<file path="src/rtl/stopwatch_pkg.sv">
// Shared types and constants for the stopwatch control sequencer.
package stopwatch_pkg;

  localparam int COUNT_W   = 14;
  localparam int BTN_START = 0;
  localparam int BTN_LAP   = 1;
  localparam int BTN_CLEAR = 2;

  // Encodings double as the one-hot LED pattern.
  typedef enum logic [3:0] {
    ST_IDLE  = 4'b0001,
    ST_RUN   = 4'b0010,
    ST_LAP   = 4'b0100,
    ST_PAUSE = 4'b1000
  } state_t;

  function automatic logic is_counting(input state_t s);
    return (s == ST_RUN) || (s == ST_LAP);
  endfunction

endpackage

</file>
<file path="src/rtl/btn_debounce.sv">
// One push-button lane: 2-flop synchronizer, stability counter and a
// one-cycle press pulse on the debounced released-to-pressed transition.
module btn_debounce
  import stopwatch_pkg::*;
#(
  parameter int DEBOUNCE_CYCLES = 1000000
) (
  input  logic clk,
  input  logic rst_n,
  input  logic key,
  output logic press
);

  localparam int CNT_W = $clog2(DEBOUNCE_CYCLES + 1);
  localparam logic [CNT_W-1:0] CNT_LAST = CNT_W'(DEBOUNCE_CYCLES - 1);

  logic             sync_p0;
  logic             sync_p1;
  logic             level;
  logic             flip;
  logic [CNT_W-1:0] cnt;

  // Keys are active-low; the synchronizer carries "pressed" polarity.
  always_ff @(posedge clk or negedge rst_n) begin
    if (!rst_n) begin
      sync_p0 <= 1'b0;
      sync_p1 <= 1'b0;
    end else begin
      sync_p0 <= ~key;
      sync_p1 <= sync_p0;
    end
  end

  assign flip = (sync_p1 != level) && (cnt == CNT_LAST);

  always_ff @(posedge clk or negedge rst_n) begin
    if (!rst_n) begin
      cnt   <= '0;
      level <= 1'b0;
      press <= 1'b0;
    end else begin
      if ((sync_p1 == level) || flip) begin
        cnt <= '0;
      end else begin
        cnt <= cnt + CNT_W'(1);
      end
      if (flip) begin
        level <= sync_p1;
      end
      press <= flip && sync_p1;
    end
  end

endmodule

</file>
<file path="src/rtl/stopwatch_ctrl.sv">
// Stopwatch control sequencer: debounced keys, start/pause/lap/clear FSM and
// tick prescaler. Define STOPWATCH_AUTO_STOP_EN to pause at TICK_MAX ticks.
module stopwatch_ctrl
  import stopwatch_pkg::*;
#(
  parameter int CLK_HZ          = 50000000,
  parameter int TICK_HZ         = 100,
  parameter int DEBOUNCE_CYCLES = 1000000,
  parameter int TICK_MAX        = 9999
) (
  input  logic       clk,
  input  logic       rst_n,
  input  logic [3:0] botoes,
  output logic       tick,
  output logic       clear,
  output logic       freeze,
  output logic [3:0] led
);

  localparam int DIV   = CLK_HZ / TICK_HZ;
  localparam int PRE_W = $clog2(DIV);
  localparam logic [PRE_W-1:0] PRE_LAST = PRE_W'(DIV - 1);

  logic [2:0]       press;
  state_t           state;
  state_t           state_nxt;
  logic             clear_nxt;
  logic             at_max;
  logic             advance;
  logic             wrap;
  logic [PRE_W-1:0] pre_cnt;
  logic             unused_key;

  assign unused_key = botoes[3];

  for (genvar i = 0; i < 3; i++) begin : g_key
    btn_debounce #(
      .DEBOUNCE_CYCLES(DEBOUNCE_CYCLES)
    ) u_debounce (
      .clk  (clk),
      .rst_n(rst_n),
      .key  (botoes[i]),
      .press(press[i])
    );
  end

  // Per state, the highest-priority event that is legal there wins.
  always_comb begin
    state_nxt = state;
    clear_nxt = 1'b0;
    case (state)
      ST_IDLE: begin
        if (press[BTN_CLEAR]) begin
          clear_nxt = 1'b1;
        end else if (press[BTN_START]) begin
          state_nxt = ST_RUN;
        end
      end
      ST_RUN: begin
        if (at_max || press[BTN_START]) begin
          state_nxt = ST_PAUSE;
        end else if (press[BTN_LAP]) begin
          state_nxt = ST_LAP;
        end
      end
      ST_LAP: begin
        if (at_max || press[BTN_START]) begin
          state_nxt = ST_PAUSE;
        end else if (press[BTN_LAP]) begin
          state_nxt = ST_RUN;
        end
      end
      ST_PAUSE: begin
        if (press[BTN_CLEAR]) begin
          state_nxt = ST_IDLE;
          clear_nxt = 1'b1;
        end else if (press[BTN_START] && !at_max) begin
          state_nxt = ST_RUN;
        end
      end
      default: state_nxt = ST_IDLE;
    endcase
  end

  // Only advance when counting both now and next, so leaving RUN never ticks.
  assign advance = is_counting(state) && is_counting(state_nxt);
  assign wrap    = advance && (pre_cnt == PRE_LAST);

  always_ff @(posedge clk or negedge rst_n) begin
    if (!rst_n) begin
      state   <= ST_IDLE;
      clear   <= 1'b0;
      tick    <= 1'b0;
      pre_cnt <= '0;
    end else begin
      state <= state_nxt;
      clear <= clear_nxt;
      tick  <= wrap;
      if (state_nxt == ST_IDLE) begin
        pre_cnt <= '0;
      end else if (advance) begin
        pre_cnt <= wrap ? '0 : pre_cnt + PRE_W'(1);
      end
    end
  end

`ifdef STOPWATCH_AUTO_STOP_EN
  logic [COUNT_W-1:0] tally;

  always_ff @(posedge clk or negedge rst_n) begin
    if (!rst_n) begin
      tally <= '0;
    end else if (clear_nxt) begin
      tally <= '0;
    end else if (wrap) begin
      tally <= tally + COUNT_W'(1);
    end
  end

  assign at_max = (tally == COUNT_W'(TICK_MAX));
`else
  logic [COUNT_W-1:0] unused_tick_max;

  assign unused_tick_max = COUNT_W'(TICK_MAX);
  assign at_max          = 1'b0;
`endif

  assign led    = state;
  assign freeze = (state == ST_LAP);

endmodule
</file>
<file path="config.mk">
export PLATFORM = sky130hd
export DESIGN_NAME = stopwatch_ctrl
export DESIGN_NICKNAME = d
export VERILOG_FILES = /design/src/rtl/stopwatch_pkg.sv /design/src/rtl/btn_debounce.sv /design/src/rtl/stopwatch_ctrl.sv
export SDC_FILE = /design/constraint.sdc
export NUM_CORES = 1
export LEC_CHECK = 0
export BUFFER_PORTS_ARGS = -buffer_cell sky130_fd_sc_hd__buf_2
export CAP_MARGIN = 20
export CORE_AREA = 10 10 114 116
export CTS_BUF_LIST = sky130_fd_sc_hd__clkbuf_2 sky130_fd_sc_hd__clkbuf_4 sky130_fd_sc_hd__clkbuf_8
export CTS_CLUSTER_DIAMETER = 80
export CTS_CLUSTER_SIZE = 16
export DETAILED_ROUTE_END_ITERATION = 16
export DIE_AREA = 0 0 124 126
export PLACE_DENSITY = 0.71
export SLEW_MARGIN = 20
export SYNTH_ARGS = -nofsm -noshare
export SYNTH_HDL_FRONTEND = slang
export SYNTH_SLANG_ARGS = --single-unit
</file>
<file path="constraint.sdc">
create_clock -name clk -period 4.4 [get_ports clk]
set_input_delay 0.22 -clock clk [delete_from_list [all_inputs] [get_ports clk]]
set_output_delay 0.22 -clock clk [all_outputs]
set_load 0.01 [all_outputs]
</file>
* Word level (Yosys, flattened, before mapping)
Cells that the tools add are included.
** Word-level totals
- Flip-flop bits (word level) :: 97
- Input port bits :: 6
- Output and inout bits :: 7
- Word-level logic and storage cells :: 74
** Operators by class
- $add $sub $neg :: 4
- Equal/unequal tests :: 17
- Multiplexer cells :: 16
- Bitwise gates (word level) :: 3
- Reduce and logical (&&, ||, !) cells :: 15
** Operators with widths (number)
- $add 20x1->20 const B :: 3
- $eq 20x20->1 const B :: 3
- $mux 20 :: 3
- $mux 19 :: 3
- $mux 4 :: 7
- $add 19x1->19 const B :: 1
- $eq 19x19->1 const B :: 1
- $pmux 4 s4 :: 1
- $eq 4x1->1 const B :: 2
- $eq 4x2->1 const B :: 2
- $eq 4x3->1 const B :: 2
- $logic_and 1x1->1 :: 8
- $logic_or 1x1->1 :: 5
- $eq 4x4->1 const B :: 1
- $eq 1x1->1 :: 3
- $ne 1x1->1 :: 3
- $not 1->1 :: 3
- $mux 1 :: 2
- $reduce_bool 2->1 :: 1
- $reduce_or 2->1 :: 1

* Longest topological paths before layout
- Depth after elaboration :: 10
- Mapped depth :: 8
- Depth with buffers taken out :: 6

* Modules after synthesis
From an unflattened synthesis, not the netlist that was laid out.
** Second synthesis, totals
- Cells, all modules :: 499
- Area total of the unflattened synthesis :: 5123.7 µm²
** Modules (own cells, without submodules)
- btn_debounce (g_key[0].u_debounce ...) :: instances 2, cells each 113, area an instance 1177.4 µm², sequential area each 600.6 µm²
- stopwatch_ctrl :: instances 1, cells each 163, area an instance 1627.8 µm², sequential area each 626.9 µm²
- btn_debounce (g_key[1].u_debounce) :: instances 1, cells each 110, area an instance 1141.1 µm², sequential area each 600.6 µm²

* Worst setup path before layout
Ideal clock, no wire load.
- Kind :: flip-flop to flip-flop
- Start :: register state[0], in the netlist led[0]
- End :: register pre_cnt[18]
- Library setup time :: 0.077 ns
- Arrival time :: 1.965 ns
- Required time :: 4.323 ns
- Setup slack :: 2.357 ns
- Cell stages (with the launch flop) :: 8
- Buffers on the path :: 2
- Period minus slack after synthesis :: 2.043 ns
- Path through :: dfstp_2 > buf_6 > nor2b_1 > o211a_4 > or2_4 > buf_6 > or4_1 > a21oi_1
** Between the ends
- Word-level cells in the longest chain between the ends :: 10
- Elaborated cells on any way between the ends :: 23
- Classes of those cells :: eq/ne (7); mux (11); reduce/logical (5)
** RTL lines
- from (decl) :: line stopwatch_ctrl.sv:25 : state_t state;
- from (signal assigned) :: line stopwatch_ctrl.sv:96 : state <= state_nxt;
- $mux 4 (on tied branches) (2 in series)
- $pmux 4 s4 :: line stopwatch_ctrl.sv:51 : case (state)
- $eq 4x2->1 / $eq 4x3->1 (equally long branches) :: line stopwatch_pkg.sv:18 : return (s == ST_RUN) || (s == ST_LAP);
- $logic_or 1x1->1 :: line stopwatch_pkg.sv:18
- $logic_and 1x1->1 :: line stopwatch_ctrl.sv:86 : assign advance = is_counting(state) && is_counting(state_nxt);
- $logic_and 1x1->1 :: line stopwatch_ctrl.sv:87 : assign wrap = advance && (pre_cnt == PRE_LAST);
- $mux 19 :: line stopwatch_ctrl.sv:102 : pre_cnt <= wrap ? '0 : pre_cnt + PRE_W'(1);
- $mux 19 :: line stopwatch_ctrl.sv:101 : end else if (advance) begin
- $mux 19 :: line stopwatch_ctrl.sv:99 : if (state_nxt == ST_IDLE) begin
- to (signal assigned) :: line stopwatch_ctrl.sv:102
- to (decl) :: line stopwatch_ctrl.sv:31 : logic [PRE_W-1:0] pre_cnt;
Parallel ways exist; a longest one is shown, timed or not. The select of a mux whose other input is x is not followed.
A chain may end at the register's enable or synchronous reset.

* Final worst setup path
- Start :: register state[0], in the netlist led[0]
- End :: register pre_cnt[10]
** Between the ends
- Word-level cells in the longest chain between the ends :: 10
- Elaborated cells on any way between the ends :: 23
- Classes of those cells :: eq/ne (7); mux (11); reduce/logical (5)
** RTL lines
- $mux 4 (on tied branches) (2 in series)
- $pmux 4 s4 * :: line stopwatch_ctrl.sv:51
- named net state_nxt[0] :: line stopwatch_ctrl.sv:26 : state_t state_nxt;
- $eq 4x2->1 / $eq 4x3->1 (equally long branches) :: line stopwatch_pkg.sv:18
- $logic_or 1x1->1 :: line stopwatch_pkg.sv:18
- $logic_and 1x1->1 :: line stopwatch_ctrl.sv:86
- $logic_and 1x1->1 :: line stopwatch_ctrl.sv:87
- $mux 19 :: line stopwatch_ctrl.sv:102
- $mux 19 :: line stopwatch_ctrl.sv:101
- $mux 19 :: line stopwatch_ctrl.sv:99
Mark *: on every way through the listed nets, which the timed path passes. The rest lies on a longest branch. The select of a mux whose other input is x is not followed.

==> impl_metrics.sql <==
INSERT INTO impl_metrics (metric_group, metric, value, unit) VALUES
('yosys', 'mean_instance_size_in_the_synthesized_netlist', '10.1', 'sq um'),
('final_layout', 'design.final.nets', '494', ''),
('pwr', 'power-per-cell-area', '309', 'nW/um^2'),
('clock_network', 'cts_buffer_depth', '2', ''),
('setup_path', 'worstPathArrival', '2.67', 'ns'),
('pwr', 'leakage', '0.00218', 'uW'),
('hold_path', 'min-delay-path-class', 'register to register', ''),
('timing', 'layout_min_cycle_time', '2.45', 'ns'),
('route', 'route.antenna.remaining_nets', '0', ''),
('clock_network', 'tritoncts', 'done', ''),
('floorplanning', 'core_region_area', '10700', 'sq um'),
('timing', 'unrepaired_setup_endpoints_after_global_routing', 'false', ''),
('yosys', 'synth_top_area_cell', 'sky130_fd_sc_hd__dfrtp_1', ''),
('place', 'dpl.hpwl', '6.03', 'mm'),
('floorplanning', 'num_io_pins', '13', ''),
('floorplanning', 'num_rows', '38', ''),
('yosys', 'synth-edff-count', '0', ''),
('yosys', 'post-synth-top-count-cell', 'sky130_fd_sc_hd__dfrtp_1', ''),
('place', 'io_buffers', '11', ''),
('yosys', 'post_synth_main_area_contributors', 'sky130_fd_sc_hd__dfrtp_1, sky130_fd_sc_hd__nor2_1, sky130_fd_sc_hd__xor2_1, sky130_fd_sc_hd__xnor2_1, sky130_fd_sc_hd__nand3_1', ''),
('timing', 'post-route-worst-setup-slack', '1.95', 'ns'),
('clock_network', 'cts-resized-gates', '0', ''),
('setup_path', 'critPathRequiredTime', '4.61', 'ns'),
('timing', 'max-slew-margin-rel', '33.4', '%'),
('grt', 'grt-ovfl-total', '0', ''),
('yosys', 'ys_types', '51', ''),
('pwr', 'design_power_total', '1590', 'uW'),
('status', 'status', 'complete, no violations', ''),
('floorplanning', 'die_area', '15600', 'sq um'),
('setup_path', 'worst_stage_delay_on_the_critical_path', '0.67', 'ns'),
('grt', 'groute.usage.overall', '11.9', '%'),
('timing', 'fin_crit_share', '55.7', '%'),
('setup_path', 'critPathSlowestCell', 'sky130_fd_sc_hd__a211oi_1', ''),
('place', 'place_congestion', '0.829', ''),
('final_layout', 'drive_above_1_share', '8.38', '%'),
('setup_path', 'critical_path.n_buffers_inverters', '0', ''),
('grt', 'grt_pass1_vias', '3514', ''),
('timing', 'setup-violations-final', '0', ''),
('setup_path', 'path_delay_family', 'compound AO/OA/AOI/OAI gates', ''),
('floorplanning', 'floorplan.initialDensity', '44.2', '%'),
('route', 'vias', '3466', ''),
('setup_path', 'critPathKind', 'register to register', ''),
('timing', 'report.final.slew_viol_count', '0', ''),
('yosys', 'mappedNetlistArea', '4730', 'sq um'),
('clock_network', 'clock_slew_seen_by_the_registers_of_the_worst_setup_and_hold_paths', '0.10', 'ns'),
('grt', 'antenna_found_initial', '0', ''),
('grt', 'first_pass_grt_wire_length', '15.9', 'mm'),
('final_layout', 'finish.instance_area', '5160', 'sq um'),
('final_layout', 'areaGrowthSynthToFinish', '8.93', '%'),
('yosys', 'synth.yosys.seq_area_share', '51.3', '%'),
('clock_network', 'cts.sink_count', '97', ''),
('yosys', 'postSynthCellCount', '468', ''),
('clock_network', 'htree_num_levels', '3', ''),
('setup_path', 'critical_path.endpoint_type', 'register', ''),
('clock_network', 'worst_skew_pair.late_latency', '0.35', 'ns'),
('setup_path', 'worst_setup_sp_type', 'register', ''),
('setup_path', 'timing.critical_path.fanout_max', '15', ''),
('final_layout', 'n_antenna_cell', '0', ''),
('timing', 'worst_clock_skew', '0.0121', 'ns'),
('hold_path', 'whs_path_depth', '0', ''),
('setup_path', 'worst-path-stages', '5', ''),
('yosys', 'synth.top_cell.area_share', '50.8', '%'),
('yosys', 'synth_ff_type', 'sky130_fd_sc_hd__dfrtp_1', ''),
('yosys', 'async_set_reset_flop_share_out_of_synthesis', '100', '%'),
('clock_network', 'ctsRootBufferMaster', 'sky130_fd_sc_hd__clkbuf_8', ''),
('place', 'worst_slack_at_placement', '2.02', 'ns'),
('floorplanning', 'floorplan.die.height', '126', 'microns'),
('timing', 'fmax', '408', 'MHz'),
('timing', 'setup_total_negative_slack', '0', 'ns'),
('route', 'wl_per_cell', '14.1', 'microns'),
('clock_network', 'ctsHoldBuffers', '4', '');
-- worst paths after layout --
| check | end | slack (ns) | start |
|---|---|---|---|
| max reg2reg | pre_cnt[10]$_DFFE_PN0P_ | 1.95 | led[0]$_DFF_PN1_ |
| min | g_key[1].u_debounce.sync_p1$_DFF_PN0_ | 0.36 | g_key[1].u_debounce.sync_p0$_DFF_PN0_ |
| max in group asynchronous | g_key[2].u_debounce.cnt[19]$_DFF_PN0_ | 2.93 | rst_n |
| min in group asynchronous | g_key[1].u_debounce.cnt[6]$_DFF_PN0_ | 0.42 | rst_n |
| max | pre_cnt[10]$_DFFE_PN0P_ | 1.95 | led[0]$_DFF_PN1_ |
| min reg2reg | g_key[1].u_debounce.sync_p1$_DFF_PN0_ | 0.36 | g_key[1].u_debounce.sync_p0$_DFF_PN0_ |
-- state kept, by name, summed over array words and instances (netlist names) --
signal and flops:
g_key.u_debounce.sync_p1 3, tick 1, pre_cnt 19, g_key.u_debounce.press 3, led 4, clear 1, g_key.u_debounce.cnt 60, g_key.u_debounce.sync_p0 3
g_key.u_debounce.level 3
-- where the power goes --
group	switching [uW]	internal (uW)	total (uW)	leakage, uW
clock	303	338	641	0.000113
combinational	31.4	12.3	43.7	0.000731
sequential	9.11	900	909	0.00133
-- cells by family (layout without fill, tap and decap cells) --
group / count (synthesis) / after routing / share of synthesized area, %
buf+inv: 20 / 41 / 2.51
xor+xnor: 64 / 64 / 11.8
compound gates: 37 / 37 / 5.52
fa+ha+maj: 4 / 4 / 1.06
flops: 97 / 97 / 51.3
mux: 5 / 5 / 1.14
simple gates: 241 / 241 / 26.6
-- layout make-up --
| class | instances | area (sq um) |
|---|---|---|
| clock buffers | 10 | 138 |
| flip-flops and latches | 97 | 2430 |
| fillers | 966 | 5540 |
| repair buffers | 16 | 105 |
| clock inverters | 6 | 90.1 |
| inverters | 9 | 33.8 |
| well taps | 140 | 175 |
| multi-input cells | 351 | 2190 |
-- metrics by stage --
stage	cells	hold slack [ns]
2_1_floorplan	468	-0.0756
3_3_place_gp	609	0.274
3_5_place_dp	609	0.282
4_1_cts	629	0.361
5_1_grt	629	0.369
6_report	629	0.356
-- per-layer routing --
| layer | vias up | share of wire (%) | global-route usage (%) |
|---|---|---|---|
| li1 | 1672 | - | - |
| met1 | 1741 | 47 | 15.3 |
| met2 | 49 | 49 | 19.5 |
| met3 | 4 | 2.8 | 2.19 |
| met4 | 0 | 0.68 | 4.40 |
| met5 | - | 0 | 0 |
-- layout by cell type, fill, tap and decap left out, drive strengths merged, types with 5 or more instances in the layout --
cell type and n:
a21oi 12, and3 16, buf 12, clkbuf 10
dfrtp 96, inv 10, nand2 28, nand3 32
nand4 20, nor2 83, nor3 10, nor3b 5
nor4 9, nor4b 6, o21ai 6, o31ai 6
or3 7, or4 5, xnor2 29, xor2 35
(Power assumes the default switching activity.)
